[src/rtl/seg7_pkg.sv]
//============================================================================
// Module  : seg7_pkg
// Brief   : Shared types and constants for the 4-digit 7-segment scan block.
// Revision: 1.0 - initial release
//============================================================================
`default_nettype none

package seg7_pkg;

  localparam int NUM_DIGITS = 4;

  typedef logic [1:0] digit_sel_t;

  typedef enum logic [1:0] {
    OFF  = 2'd0,
    DEAD = 2'd1,
    ON   = 2'd2
  } scan_state_t;

  localparam logic [NUM_DIGITS-1:0] ANODE_ALL_OFF = 4'b1111;

endpackage

`default_nettype wire

[src/rtl/seg7_prescaler.sv]
//============================================================================
// Module  : seg7_prescaler
// Brief   : Digit-period phase counter, 0..DIV-1, with terminal-count flag
//           and synchronous clear.
// Revision: 1.0 - initial release
//============================================================================
`default_nettype none

module seg7_prescaler #(
  parameter int DIV   = 50000,
  parameter int CNT_W = 16
) (
  input  logic             i_clk,
  input  logic             i_rst,
  input  logic             i_clr,
  output logic [CNT_W-1:0] o_cnt,
  output logic             o_tc
);

  localparam logic [CNT_W-1:0] C_LAST = CNT_W'(DIV - 1);

  logic [CNT_W-1:0] r_cnt;
  logic             w_tc;

  assign w_tc  = (r_cnt == C_LAST);
  assign o_cnt = r_cnt;
  assign o_tc  = w_tc;

  // Count up through the digit period; wrap at the terminal count, clear on demand.
  always_ff @(posedge i_clk or posedge i_rst) begin
    if (i_rst) begin
      r_cnt <= '0;
    end else if (i_clr || w_tc) begin
      r_cnt <= '0;
    end else begin
      r_cnt <= r_cnt + 1'b1;
    end
  end

endmodule

`default_nettype wire

[src/rtl/seg7_scan_ctrl.sv]
//============================================================================
// Module  : seg7_scan_ctrl
// Brief   : Time-multiplexing scan controller for a 4-digit 7-segment display.
//           Drives the segment-mux select, active-low anodes with dead time
//           between digits, per-digit blanking and a slot-start tick.
//           Optional macro SEG7_SCAN_DIM_EN adds i_bright[3:0] PWM dimming.
// Revision: 1.0 - initial release
//============================================================================
`default_nettype none

module seg7_scan_ctrl
  import seg7_pkg::*;
#(
  parameter int DIV         = 50000,
  parameter int DEAD_CYCLES = 4
) (
  input  logic                  i_clk,
  input  logic                  i_rst,
  input  logic                  i_en,
  input  logic [NUM_DIGITS-1:0] i_blank_mask,
`ifdef SEG7_SCAN_DIM_EN
  input  logic [3:0]            i_bright,
`endif
  output logic [1:0]            o_ctrl,
  output logic [NUM_DIGITS-1:0] o_anode_n,
  output logic                  o_tick
);

  localparam int CNT_W = (DIV > 1) ? $clog2(DIV) : 1;
  // Last DEAD cycle; unused when there is no dead time.
  localparam logic [CNT_W-1:0] C_DEAD_LAST =
    (DEAD_CYCLES == 0) ? '0 : CNT_W'(DEAD_CYCLES - 1);

  scan_state_t           r_state;
  scan_state_t           w_state_nxt;
  digit_sel_t            r_ctrl;
  digit_sel_t            w_ctrl_nxt;
  logic [NUM_DIGITS-1:0] r_anode_n;
  logic [NUM_DIGITS-1:0] w_anode_nxt;
  logic                  r_tick;
  logic                  w_tick_nxt;
  logic [CNT_W-1:0]      w_cnt;
  logic                  w_tc;
  logic                  w_clr;
  logic                  w_lit;

  // Counter is held at zero while off and cleared on any disable.
  assign w_clr = ~i_en | (r_state == OFF);

  seg7_prescaler #(
    .DIV   (DIV),
    .CNT_W (CNT_W)
  ) u_prescaler (
    .i_clk (i_clk),
    .i_rst (i_rst),
    .i_clr (w_clr),
    .o_cnt (w_cnt),
    .o_tc  (w_tc)
  );

`ifdef SEG7_SCAN_DIM_EN
  localparam int W_W = CNT_W + 5;

  logic [3:0]       r_bright;
  logic [3:0]       w_bright;
  logic             w_latch;
  logic [CNT_W-1:0] w_cnt_nxt;
  logic [W_W-1:0]   w_width;

  // A slot starts on the OFF exit or on the advancing terminal cycle.
  assign w_latch   = i_en & ((r_state == OFF) | ((r_state == ON) & w_tc));
  // Brightness in force for the upcoming cycle, including the slot's first one.
  assign w_bright  = w_latch ? i_bright : r_bright;
  assign w_cnt_nxt = (w_clr || w_tc) ? '0 : w_cnt + 1'b1;
  assign w_width   = (W_W'(DIV - DEAD_CYCLES) * (W_W'(w_bright) + W_W'(1))) >> 4;
  assign w_lit     = (W_W'(w_cnt_nxt) - W_W'(DEAD_CYCLES)) < w_width;

  // Hold brightness constant for the whole slot.
  always_ff @(posedge i_clk or posedge i_rst) begin
    if (i_rst) begin
      r_bright <= 4'hF;
    end else if (w_latch) begin
      r_bright <= i_bright;
    end
  end
`else
  assign w_lit = 1'b1;
`endif

  // Next-state, digit advance and tick generation.
  always_comb begin
    w_state_nxt = r_state;
    w_ctrl_nxt  = r_ctrl;
    w_tick_nxt  = 1'b0;
    if (!i_en) begin
      w_state_nxt = OFF;
    end else begin
      case (r_state)
        OFF: begin
          if (DEAD_CYCLES == 0) w_state_nxt = ON;
          else                  w_state_nxt = DEAD;
        end
        DEAD: begin
          if (w_cnt == C_DEAD_LAST) w_state_nxt = ON;
        end
        ON: begin
          if (w_tc) begin
            w_ctrl_nxt = r_ctrl + 2'd1;
            w_tick_nxt = 1'b1;
            if (DEAD_CYCLES == 0) w_state_nxt = ON;
            else                  w_state_nxt = DEAD;
          end
        end
        default: w_state_nxt = OFF;
      endcase
    end
  end

  // Anode decode from next state so the anodes line up with the state register.
  always_comb begin
    w_anode_nxt = ANODE_ALL_OFF;
    if ((w_state_nxt == ON) && !i_blank_mask[w_ctrl_nxt] && w_lit) begin
      w_anode_nxt[w_ctrl_nxt] = 1'b0;
    end
  end

  // State and registered outputs.
  always_ff @(posedge i_clk or posedge i_rst) begin
    if (i_rst) begin
      r_state   <= OFF;
      r_ctrl    <= '0;
      r_anode_n <= ANODE_ALL_OFF;
      r_tick    <= 1'b0;
    end else begin
      r_state   <= w_state_nxt;
      r_ctrl    <= w_ctrl_nxt;
      r_anode_n <= w_anode_nxt;
      r_tick    <= w_tick_nxt;
    end
  end

  assign o_ctrl    = r_ctrl;
  assign o_anode_n = r_anode_n;
  assign o_tick    = r_tick;

endmodule

`default_nettype wire
[config.mk]
export PLATFORM = sky130hd
export DESIGN_NAME = seg7_scan_ctrl
export DESIGN_NICKNAME = d
export VERILOG_FILES = /design/src/rtl/seg7_pkg.sv /design/src/rtl/seg7_prescaler.sv /design/src/rtl/seg7_scan_ctrl.sv
export SDC_FILE = /design/constraint.sdc
export NUM_CORES = 1
export LEC_CHECK = 0
export CELL_PAD_IN_SITES_DETAIL_PLACEMENT = 2
export CELL_PAD_IN_SITES_GLOBAL_PLACEMENT = 2
export CORE_MARGIN = 8
export CORE_UTILIZATION = 35
export DETAILED_ROUTE_END_ITERATION = 16
export GPL_TIMING_DRIVEN = 0
export PLACE_DENSITY_LB_ADDON = 0.1
export SYNTH_ARGS = -nofsm -noshare
export SYNTH_HDL_FRONTEND = slang
export SYNTH_SLANG_ARGS = --single-unit
export TNS_END_PERCENT = 20
[constraint.sdc]
create_clock -name i_clk -period 2.6 [get_ports i_clk]
set_clock_uncertainty 0.15 [all_clocks]
set_input_delay 0.39 -clock i_clk [delete_from_list [all_inputs] [get_ports i_clk]]
set_output_delay 0.39 -clock i_clk [all_outputs]
set_load 0.05 [all_outputs]
==> results.py, run 1 <==
metrics = {
    "global_routing": {
        "via_count_of_the_first_global_routing_pass": 1021,
        "grt_start_max_net_pins": 26,
        "initial_antenna_violation_count": 0,
        "wire_length_of_the_first_global_routing_pass_um": 5040,
        "grt_util_all_layers_pct": 11.9,
        "sum_of_overflow_across_all_layers_after_global_routing": 0,
    },
    "cts": {
        "cts_repair_resize_count": 0,
        "tritoncts": "built",
        "clkSinkCount": 25,
        "clkLatencyLatePin_ns": 0.32,
        "tritoncts.num_buffers": 3,
        "h-tree-depth": 1,
        "max-clock-path-buffers": 2,
        "root_buf_cell": "sky130_fd_sc_hd__clkbuf_4",
        "clk_pin_slew_worst_paths_ns": 0.14,
    },
    "timing": {
        "setup_failing_eps_final": 0,
        "timing_max_transition_violations_final": 0,
        "clock.fmax_mhz": 405,
        "fin_worst_hold_slack_ns": 0.410,
        "worst_slew_margin_rel_pct": 35.7,
        "fraction_of_the_cycle_the_final_worst_path_needs_pct": 95.0,
        "setup_tns_final_ns": 0,
        "rsz0062_at_grt": "false",
        "finalHoldViolCount": 0,
        "worstMarginPinSlew_ns": 0.963,
        "setup_slack_ns": 0.130,
        "finalCriticalPeriod_ns": 2.47,
    },
    "yosys": {
        "async_reset_ff_share_pct": 100,
        "synth_cell_types": 26,
        "synth-xor-area-share_pct": 11.4,
        "postSynthRegisterBits": 25,
        "synth-seq-area-share_pct": 51.4,
        "synth.mux.area_fraction_pct": 0,
        "yosys_warnings": 0,
        "synth-compound-area-share_pct": 2.85,
        "synthAdderAreaFrac_pct": 1.02,
        "postSynthCellCount": 119,
        "synth.avg_cell_area_um2": 10.3,
        "number_of_flops_mapped_to_enable_cells_by_yosys": 0,
        "syn-cell-area_um2": 1230,
        "synth_top_family_by_area": "simple AND/OR/NAND/NOR gates",
        "synthFlopType": "sky130_fd_sc_hd__dfrtp_1",
        "synth_nets": 127,
        "synthSimpleGateAreaFrac_pct": 30.4,
    },
    "floorplanning": {
        "floorplan.die_area_um2": 5660,
        "die_width_um": 75.2,
        "placeableCoreArea_um2": 3360,
        "start_util_pct": 36.5,
        "rows": 21,
        "die_height_um": 75.2,
        "number_of_i_o_pins": 14,
    },
    "placed_design": {
        "place_inst": 178,
        "placement.setup.worst_slack_ns": 0.0296,
        "routabilityCongestion": 0.750,
        "buffer_ports.inserted": 13,
        "dp_hpwl_um": 2260,
        "post_dp_cell_area_um2": 1420,
    },
    "cells_and_area": {
        "postLayoutCellArea_um2": 1450,
        "fin_util_pct": 43.0,
        "layout_commonest_cell": "sky130_fd_sc_hd__nor2_1",
        "fraction_of_final_layout_cells_with_drive_strength_greater_than_1_pct": 12.5,
        "regArea_um2": 631,
        "multiInputGateArea_um2": 561,
        "nNetsFinal": 145,
        "instances_no_fill": 182,
        "area.growth.synth_to_final_pct": 17.7,
        "n_fill_cell": 388,
        "most-common-layout-cells": "sky130_fd_sc_hd__nor2_1, sky130_fd_sc_hd__dfrtp_1, sky130_fd_sc_hd__xnor2_1, sky130_fd_sc_hd__clkdlybuf4s50_1, sky130_fd_sc_hd__nand3_1",
        "diodes": 0,
    },
    "setup_path": {
        "r2r_end": "o_anode_n[3]",
        "crit_path_max_fanout": 6,
        "critPathArrivalTime_ns": 2.56,
        "reg2reg_from": "u_prescaler.o_cnt[0]",
        "reg2reg_slack_ns": 0.13,
        "timing.critical_path.required_ns": 2.69,
        "timing_endpoint_of_the_critical_path": "o_anode_n[3]",
        "worst-setup-path-type": "flop to flop",
        "kind_of_start_point_of_the_critical_path": "flop",
        "crit_path_start": "u_prescaler.o_cnt[0]",
        "worst_r2r_path_depth": 5,
        "endpoint_kind": "flop",
    },
    "power_and_ir_drop": {
        "p_per_area_nw_per_um2": 415,
        "static-leakage-power_nw": 0.543,
        "design_power_total_mw": 0.599,
        "vdd.ir_drop.worst_uv": 151,
    },
    "routing": {
        "drt_pass1_iterations": 4,
        "routed-via-count": 914,
        "dr.first_iter.drc_count": 11,
        "detail_route.wl_per_cell_um": 16.2,
        "final_antenna_net_count": 0,
        "drc_errors": 0,
        "via_per_inst": 5.02,
        "wl_final_um": 2940,
    },
    "job": {
        "max_cap_violations": 0,
    },
    "run_status": {
        "status": "finished, final reports clean",
    },
    "hold_path": {
        "min_path_type": "flop to flop",
    },
}
==> sequential cells by signal (all words and copies together) (netlist names) <==
signal and cells:
o_ctrl 2, o_tick 1, o_anode_n 4, r_state 2, u_prescaler.o_cnt 16
==> worst max-delay path: stages (launching register included) <==
cell and delay, ns:
sky130_fd_sc_hd__dfrtp_1 0.46, sky130_fd_sc_hd__ha_1 0.26, sky130_fd_sc_hd__or4b_4 0.52, sky130_fd_sc_hd__or4_4 0.55, sky130_fd_sc_hd__o32ai_4 0.31, sky130_fd_sc_hd__nand4b_1 0.14
==> per-layer routing <==
metal	vias to the layer above	wire, um	global-route usage, %
li1	448	-	-
met1	452	1200	12.4
met2	12	1620	22.7
met3	2	107	2.26
met4	0	20	4.48
met5	-	0	0
==> worst min path at each step <==
stage | from | end | slack [ns] | cells past startpoint
2_1_floorplan | i_rst | o_ctrl[0] | 0.26 | 1
3_3_place_gp | u_prescaler.o_cnt[0] | u_prescaler.o_cnt[0] | 0.38 | 1
3_5_place_dp | u_prescaler.o_cnt[0] | u_prescaler.o_cnt[0] | 0.39 | 1
4_1_cts | u_prescaler.o_cnt[0] | u_prescaler.o_cnt[0] | 0.41 | 1
5_1_grt | u_prescaler.o_cnt[0] | u_prescaler.o_cnt[0] | 0.46 | 1
6_report | u_prescaler.o_cnt[0] | u_prescaler.o_cnt[0] | 0.41 | 1
==> synth_stat cells (all sizes together) (2+ instances only) <==
cell     n  area, um^2
nand2    5        18.8
inv      5        18.8
nor2b    2        12.5
nor4     7        58.8
nand4    6        37.5
dfrtp   21         526
nor2    22        82.6
nor3     5        25.0
xor2     3        26.3
or4      3        30.0
clkbuf   3        12.5
or4b     2        27.5
xnor2   13         114
dfstp    4         105
nand3   10        50.1
==> area by class of cell <==
class                      instances  area share [%]
clock buffer                       3            1.56
tap                               46            3.98
buffer                             3           0.866
sequential                        25            43.6
inverter                           5            1.30
clock inverter                     1           0.346
multi-input combinational         85            38.8
timing repair buffer              14            9.52
==> report_power, final <==
| part | switching [mW] | internal, mW |
|---|---|---|
| Sequential | 0.00373 | 0.392 |
| Combinational | 0.0176 | 0.0136 |
| Clock | 0.115 | 0.0576 |
==> cell families after synthesis <==
group	count (synthesis)
AO/OA/AOI/OAI	2
XOR/XNOR	16
adder cells (fa/ha/maj)	1
buffers and inverters	9
flip-flops	25
AND/OR/NAND/NOR	66
==> what timing repair did <==
action	in CTS	in global routing
pin swaps	1	0
endpoints found under the setup margin	1	10
hold buffers	0	0
buffers inserted	1	0
No activity file was read; power rests on OpenSTA's default activity.
==> inputs of run 2 (changes only) <==
==> constraint.sdc (replaced) <==
create_clock -name i_clk -period 2.8 [get_ports i_clk]
set_clock_uncertainty 0.15 [all_clocks]
set_input_delay 0.42 -clock i_clk [delete_from_list [all_inputs] [get_ports i_clk]]
set_output_delay 0.42 -clock i_clk [all_outputs]
set_load 0.05 [all_outputs]
==> results.py, run 2 (synthesized netlist as in run 1, its figures left out) <==
metrics = {
    "hold_path": {
        "holdPathEnd": "u_prescaler.o_cnt[0]",
        "hold_path.startpoint": "u_prescaler.o_cnt[0]",
        "min_path_type": "flop to flop",
        "hold_depth": 1,
    },
    "cts": {
        "cts_repair_resize_count": 0,
        "max-clock-path-buffers": 2,
        "tritoncts.num_buffers": 3,
        "h-tree-depth": 1,
        "holdBufCountCts": 0,
        "clkLatencyLatePin_ns": 0.32,
        "clkSinkCount": 25,
        "clk_pin_slew_worst_paths_ns": 0.14,
        "root_buf_cell": "sky130_fd_sc_hd__clkbuf_4",
        "tritoncts": "built",
        "post_cts.repair.setup_buffers": 0,
    },
    "timing": {
        "fraction_of_the_cycle_the_final_worst_path_needs_pct": 91.4,
        "timing_max_transition_violations_final": 0,
        "finalHoldViolCount": 0,
        "clock.fmax_mhz": 391,
        "finalCriticalPeriod_ns": 2.56,
        "worstMarginPinSlew_ns": 0.969,
        "rsz0062_at_grt": "false",
        "setup_tns_final_ns": 0,
        "setup_failing_eps_final": 0,
        "worst_slew_margin_rel_pct": 35.3,
    },
    "cells_and_area": {
        "fraction_of_final_layout_cells_with_drive_strength_greater_than_1_pct": 12.5,
        "layout_commonest_cell": "sky130_fd_sc_hd__nor2_1",
        "largest_register_ff_count": 16,
        "most-common-layout-cells": "sky130_fd_sc_hd__nor2_1, sky130_fd_sc_hd__dfrtp_1, sky130_fd_sc_hd__xnor2_1, sky130_fd_sc_hd__clkdlybuf4s50_1, sky130_fd_sc_hd__nand3_1",
        "diodes": 0,
        "fin_util_pct": 42.9,
        "nNetsFinal": 145,
        "area.growth.synth_to_final_pct": 17.5,
    },
    "job": {
        "max_cap_violations": 0,
    },
    "floorplanning": {
        "rows": 21,
        "start_util_pct": 36.5,
        "number_of_i_o_pins": 14,
        "floorplan.die_area_um2": 5660,
        "placeableCoreArea_um2": 3360,
        "die_width_um": 75.2,
        "die_height_um": 75.2,
    },
    "run_status": {
        "status": "finished, final reports clean",
    },
    "routing": {
        "detail_route.wl_per_cell_um": 16.1,
        "drc_errors": 0,
        "final_antenna_net_count": 0,
        "dr.first_iter.drc_count": 15,
        "routed-via-count": 923,
        "wl_final_um": 2930,
        "drt_pass1_iterations": 2,
        "via_per_inst": 5.07,
    },
    "setup_path": {
        "endpoint_kind": "flop",
        "critPathArrivalTime_ns": 2.63,
        "crit_path_top_delay_cell": "sky130_fd_sc_hd__or4b_4",
        "cp_num_buf_inv": 2,
        "cp_cell_sequence": "ha_1, or4b_4, nor4_4, or3_1, clkbuf_2, buf_2, nor2_1",
        "timing.critical_path.max_delay_family": "simple AND/OR/NAND/NOR gates",
        "r2r_end": "u_prescaler.o_cnt[13]",
        "cpPeakStageDelay_ns": 0.52,
        "kind_of_start_point_of_the_critical_path": "flop",
        "reg2reg_from": "u_prescaler.o_cnt[0]",
        "timing.critical_path.required_ns": 2.87,
        "path_depth": 7,
        "worst_r2r_path_depth": 7,
        "worst-setup-path-type": "flop to flop",
        "reg2reg_slack_ns": 0.24,
        "crit_path_max_fanout": 10,
    },
    "global_routing": {
        "grt_start_max_net_pins": 26,
        "grt_util_all_layers_pct": 11.7,
        "wire_length_of_the_first_global_routing_pass_um": 4960,
        "sum_of_overflow_across_all_layers_after_global_routing": 0,
        "via_count_of_the_first_global_routing_pass": 1017,
        "initial_antenna_violation_count": 0,
    },
    "power_and_ir_drop": {
        "vdd.ir_drop.worst_uv": 145,
        "static-leakage-power_nw": 0.541,
        "p_per_area_nw_per_um2": 388,
        "design_power_total_mw": 0.560,
    },
    "placed_design": {
        "buffer_ports.inserted": 13,
        "dp_hpwl_um": 2260,
        "routabilityCongestion": 0.750,
    },
}
==> run 2: layout make-up <==
| cell class | count | area, um^2 |
|---|---|---|
| well taps | 46 | 57.6 |
| clock inverters | 1 | 5.00 |
| fillers | 389 | 1920 |
| multi-input cells | 85 | 561 |
| inverters | 5 | 18.8 |
| repair buffers | 13 | 130 |
| clock buffers | 3 | 22.5 |
| flip-flops and latches | 25 | 631 |
| plain buffers | 4 | 17.5 |
==> run 2: power breakdown <==
| group | switching, mW | total [mW] | internal, mW |
|---|---|---|---|
| combinational | 0.0167 | 0.0298 | 0.0132 |
| clock | 0.109 | 0.163 | 0.0536 |
| sequential | 0.00343 | 0.367 | 0.364 |
==> run 2: metal layers <==
metal	track usage, %	up-vias	wire (um)
li1	-	448	-
met1	12.4	457	1220
met2	22.0	13	1570
met3	2.26	5	106
met4	4.48	0	40
met5	0	-	0
==> run 2: worst max path at each step <==
stage,slack (ns),end,start
2_1_floorplan,0.52,o_anode_n[3],u_prescaler.o_cnt[0]
3_3_place_gp,0.27,u_prescaler.o_cnt[11],u_prescaler.o_cnt[0]
3_5_place_dp,0.23,u_prescaler.o_cnt[13],u_prescaler.o_cnt[0]
4_1_cts,0.20,u_prescaler.o_cnt[13],u_prescaler.o_cnt[0]
5_1_grt,0.07,u_prescaler.o_cnt[7],u_prescaler.o_cnt[0]
6_report,0.24,u_prescaler.o_cnt[13],u_prescaler.o_cnt[0]
==> run 2: metrics by stage <==
step	hold WS (ns)	setup WS, ns	cell area (um^2)	cells
2_1_floorplan	0.294	0.520	1230	119
3_3_place_gp	0.378	0.269	1420	178
3_5_place_dp	0.391	0.230	1420	178
4_1_cts	0.410	0.197	1440	182
5_1_grt	0.456	0.0700	1440	182
6_report	0.406	0.242	1440	182
==> inputs of run 3 (changes only) <==
--- a/config.mk
+++ b/config.mk
@@ -5,10 +5,11 @@
 export SDC_FILE = /design/constraint.sdc
 export NUM_CORES = 1
 export LEC_CHECK = 0
+export ABC_AREA = 1
 export CELL_PAD_IN_SITES_DETAIL_PLACEMENT = 2
 export CELL_PAD_IN_SITES_GLOBAL_PLACEMENT = 2
 export CORE_MARGIN = 8
-export CORE_UTILIZATION = 35
+export CORE_UTILIZATION = 33
 export DETAILED_ROUTE_END_ITERATION = 16
 export GPL_TIMING_DRIVEN = 0
 export PLACE_DENSITY_LB_ADDON = 0.1
==> results.py, run 3 <==
metrics = {
    "placed_design": {
        "buffer_ports.inserted": 13,
        "routabilityCongestion": 0.801,
        "dp_hpwl_um": 2730,
    },
    "timing": {
        "worst_slew_margin_rel_pct": 36.8,
        "fraction_of_the_cycle_the_final_worst_path_needs_pct": 76.9,
        "finalCriticalPeriod_ns": 2.15,
        "setup_failing_eps_final": 0,
        "finalHoldViolCount": 0,
        "timing_max_transition_violations_final": 0,
        "worstMarginPinSlew_ns": 0.947,
        "rsz0062_at_grt": "false",
        "clock.fmax_mhz": 464,
        "setup_tns_final_ns": 0,
    },
    "cts": {
        "root_buf_cell": "sky130_fd_sc_hd__clkbuf_8",
        "clk_pin_slew_worst_paths_ns": 0.09,
        "cts_repair_resize_count": 0,
        "post_cts.repair.setup_buffers": 0,
        "tritoncts": "built",
        "max-clock-path-buffers": 2,
        "clkSinkCount": 25,
        "h-tree-depth": 1,
        "tritoncts.num_buffers": 3,
        "clkLatencyLatePin_ns": 0.26,
        "holdBufCountCts": 0,
    },
    "floorplanning": {
        "number_of_i_o_pins": 14,
        "die_height_um": 80.0,
        "rows": 23,
        "floorplan.die_area_um2": 6400,
        "placeableCoreArea_um2": 3970,
        "start_util_pct": 34.1,
        "die_width_um": 80.0,
    },
    "power_and_ir_drop": {
        "p_per_area_nw_per_um2": 383,
        "combinational_share_of_power_pct": 5.2,
        "intPower_mw": 0.478,
        "design_power_total_mw": 0.610,
        "share_clk_of_total_power_pct": 34.8,
        "seqPwrFrac_pct": 60.0,
        "vdd.ir_drop.worst_uv": 279,
        "total_switching_power_mw": 0.132,
        "static-leakage-power_nw": 0.688,
        "swShare_pct": 21.7,
    },
    "setup_path": {
        "critPathArrivalTime_ns": 1.58,
        "cp_num_buf_inv": 1,
        "cpPeakStageDelay_ns": 0.80,
        "crit_path_max_fanout": 1,
        "cp_cell_sequence": "clkdlybuf4s50_1",
        "worst-setup-path-type": "flop to primary output",
        "crit_path_top_delay_cell": "sky130_fd_sc_hd__clkdlybuf4s50_1",
        "timing.critical_path.max_delay_family": "buffers and inverters",
        "kind_of_start_point_of_the_critical_path": "flop",
        "endpoint_kind": "primary output",
        "timing.critical_path.required_ns": 2.23,
    },
    "global_routing": {
        "initial_antenna_violation_count": 0,
        "wire_length_of_the_first_global_routing_pass_um": 6060,
        "grt_util_all_layers_pct": 11.8,
        "via_count_of_the_first_global_routing_pass": 1300,
        "grt_start_max_net_pins": 26,
        "sum_of_overflow_across_all_layers_after_global_routing": 0,
    },
    "yosys": {
        "synth.mux.area_fraction_pct": 0,
        "async_reset_ff_share_pct": 100,
        "synth_top_family_by_area": "simple AND/OR/NAND/NOR gates",
        "synthSimpleGateAreaFrac_pct": 38.0,
        "synth.avg_cell_area_um2": 8.40,
        "number_of_flops_mapped_to_enable_cells_by_yosys": 0,
        "postSynthCellCount": 161,
        "syn-cell-area_um2": 1350,
        "netlist_top_cells_count": "sky130_fd_sc_hd__nand2_1, sky130_fd_sc_hd__nor2_1, sky130_fd_sc_hd__dfrtp_1",
        "synth-compound-area-share_pct": 3.70,
        "synth.top_cell.area_share_pct": 38.9,
        "ranking_of_synthesized_cells_by_area": "sky130_fd_sc_hd__dfrtp_1, sky130_fd_sc_hd__dfstp_2, sky130_fd_sc_hd__nand2_1",
        "synth_most_common_cell": "sky130_fd_sc_hd__nand2_1",
        "synth-seq-area-share_pct": 46.6,
        "synthAdderAreaFrac_pct": 0.925,
        "yosys_warnings": 0,
        "synthFlopType": "sky130_fd_sc_hd__dfrtp_1",
        "synth_cell_types": 26,
        "synth-xor-area-share_pct": 3.24,
        "postSynthRegisterBits": 25,
        "synth_top_cell_by_area": "sky130_fd_sc_hd__dfrtp_1",
        "synth_nets": 169,
    },
    "cells_and_area": {
        "area.growth.synth_to_final_pct": 17.6,
        "layout_commonest_cell": "sky130_fd_sc_hd__nand2_1",
        "largest_register_ff_count": 16,
        "diodes": 0,
        "most-common-layout-cells": "sky130_fd_sc_hd__nand2_1, sky130_fd_sc_hd__nor2_1, sky130_fd_sc_hd__dfrtp_1",
        "nNetsFinal": 187,
        "fraction_of_final_layout_cells_with_drive_strength_greater_than_1_pct": 19.7,
    },
    "run_status": {
        "status": "finished, final reports clean",
    },
    "routing": {
        "wl_final_um": 3370,
        "wl_met1_um": 1490,
        "highest_layer_used_for_signal_routing": "met4",
        "drt_pass1_iterations": 2,
        "detail_route.wl_per_cell_um": 14.8,
        "drc_errors": 0,
        "dr.first_iter.drc_count": 11,
        "met3_wirelength_um": 71,
        "via_per_inst": 4.97,
        "final_antenna_net_count": 0,
        "routed-via-count": 1133,
        "routed-wl-met2_um": 1780,
    },
    "job": {
        "max_cap_violations": 0,
    },
    "hold_path": {
        "min_path_type": "flop to flop",
    },
}
[run 3: cell count changes in the layout (fill, tap and decap cells not counted), moves of 3 or more]
cell | before | now
sky130_fd_sc_hd__nor2_4 | 0 | 4
sky130_fd_sc_hd__nand3_2 | 0 | 3
sky130_fd_sc_hd__a21oi_1 | 0 | 6
sky130_fd_sc_hd__clkbuf_8 | 0 | 3
sky130_fd_sc_hd__nand2_2 | 0 | 7
sky130_fd_sc_hd__nor2_2 | 0 | 3
sky130_fd_sc_hd__clkbuf_4 | 3 | 0
sky130_fd_sc_hd__inv_1 | 5 | 20
sky130_fd_sc_hd__xnor2_1 | 13 | 2
sky130_fd_sc_hd__nand2_1 | 5 | 26
sky130_fd_sc_hd__inv_2 | 0 | 5
sky130_fd_sc_hd__nor4_1 | 6 | 3
[run 3: logic make-up after synthesis]
kind of cell	after synthesis
buf+inv	26
fa+ha+maj	1
xor+xnor	5
simple gates	96
compound gates	8
flops	25
[run 3: area by class of cell]
cell class / count / area (um^2)
multi-input combinational: 110 / 621
timing repair buffer: 13 / 130
fill: 447 / 2380
buffer: 1 / 7.51
tap: 50 / 62.6
clock buffer: 4 / 45.0
sequential: 25 / 631
inverter: 25 / 93.8
[run 3: path summary, 6_finish.rpt]
| check | start | to | slack (ns) | cells past startpoint |
|---|---|---|---|---|
| worst max-delay path | o_anode_n[3] | o_anode_n[3] | 0.65 | 1 |
| worst min-delay path | u_prescaler.o_cnt[0] | u_prescaler.o_cnt[0] | 0.33 | 1 |
| min in group asynchronous | i_rst | u_prescaler.o_cnt[3] | 0.53 | 2 |
| worst max register to register | u_prescaler.o_cnt[0] | u_prescaler.o_cnt[12] | 0.89 | 7 |
| worst min register to register | u_prescaler.o_cnt[0] | u_prescaler.o_cnt[0] | 0.33 | 1 |
| max in group asynchronous | i_rst | u_prescaler.o_cnt[15] | 1.39 | 2 |
[run 3: metrics by stage]
step	utilization (%)	worst slack, ns	instances	area, um^2	hold slack, ns
after floorplan	-	1.17	161	1350	0.281
after global placement	38.9	0.710	224	1550	0.296
after detailed placement	38.9	0.646	224	1550	0.316
after CTS	40.0	0.624	228	1590	0.329
after global routing	40.0	0.602	228	1590	0.346
final	40.0	0.646	228	1590	0.326
[run 3: layer usage]
metal	up-vias	GRT usage [%]
li1	546	-
met1	576	13.7
met2	9	21.5
met3	2	2.48
met4	0	2.18
met5	-	0
[run 3: power groups by stage]
stage	clock network (mW)	logic (mW)	registers (mW)
5_1_grt	0.235	0.0371	0.366
3_3_place_gp	0	0.0320	0.372
4_1_cts	0.224	0.0340	0.366
2_1_floorplan	0	0.0172	0.372
6_report	0.212	0.0319	0.366
3_5_place_dp	0	0.0337	0.373
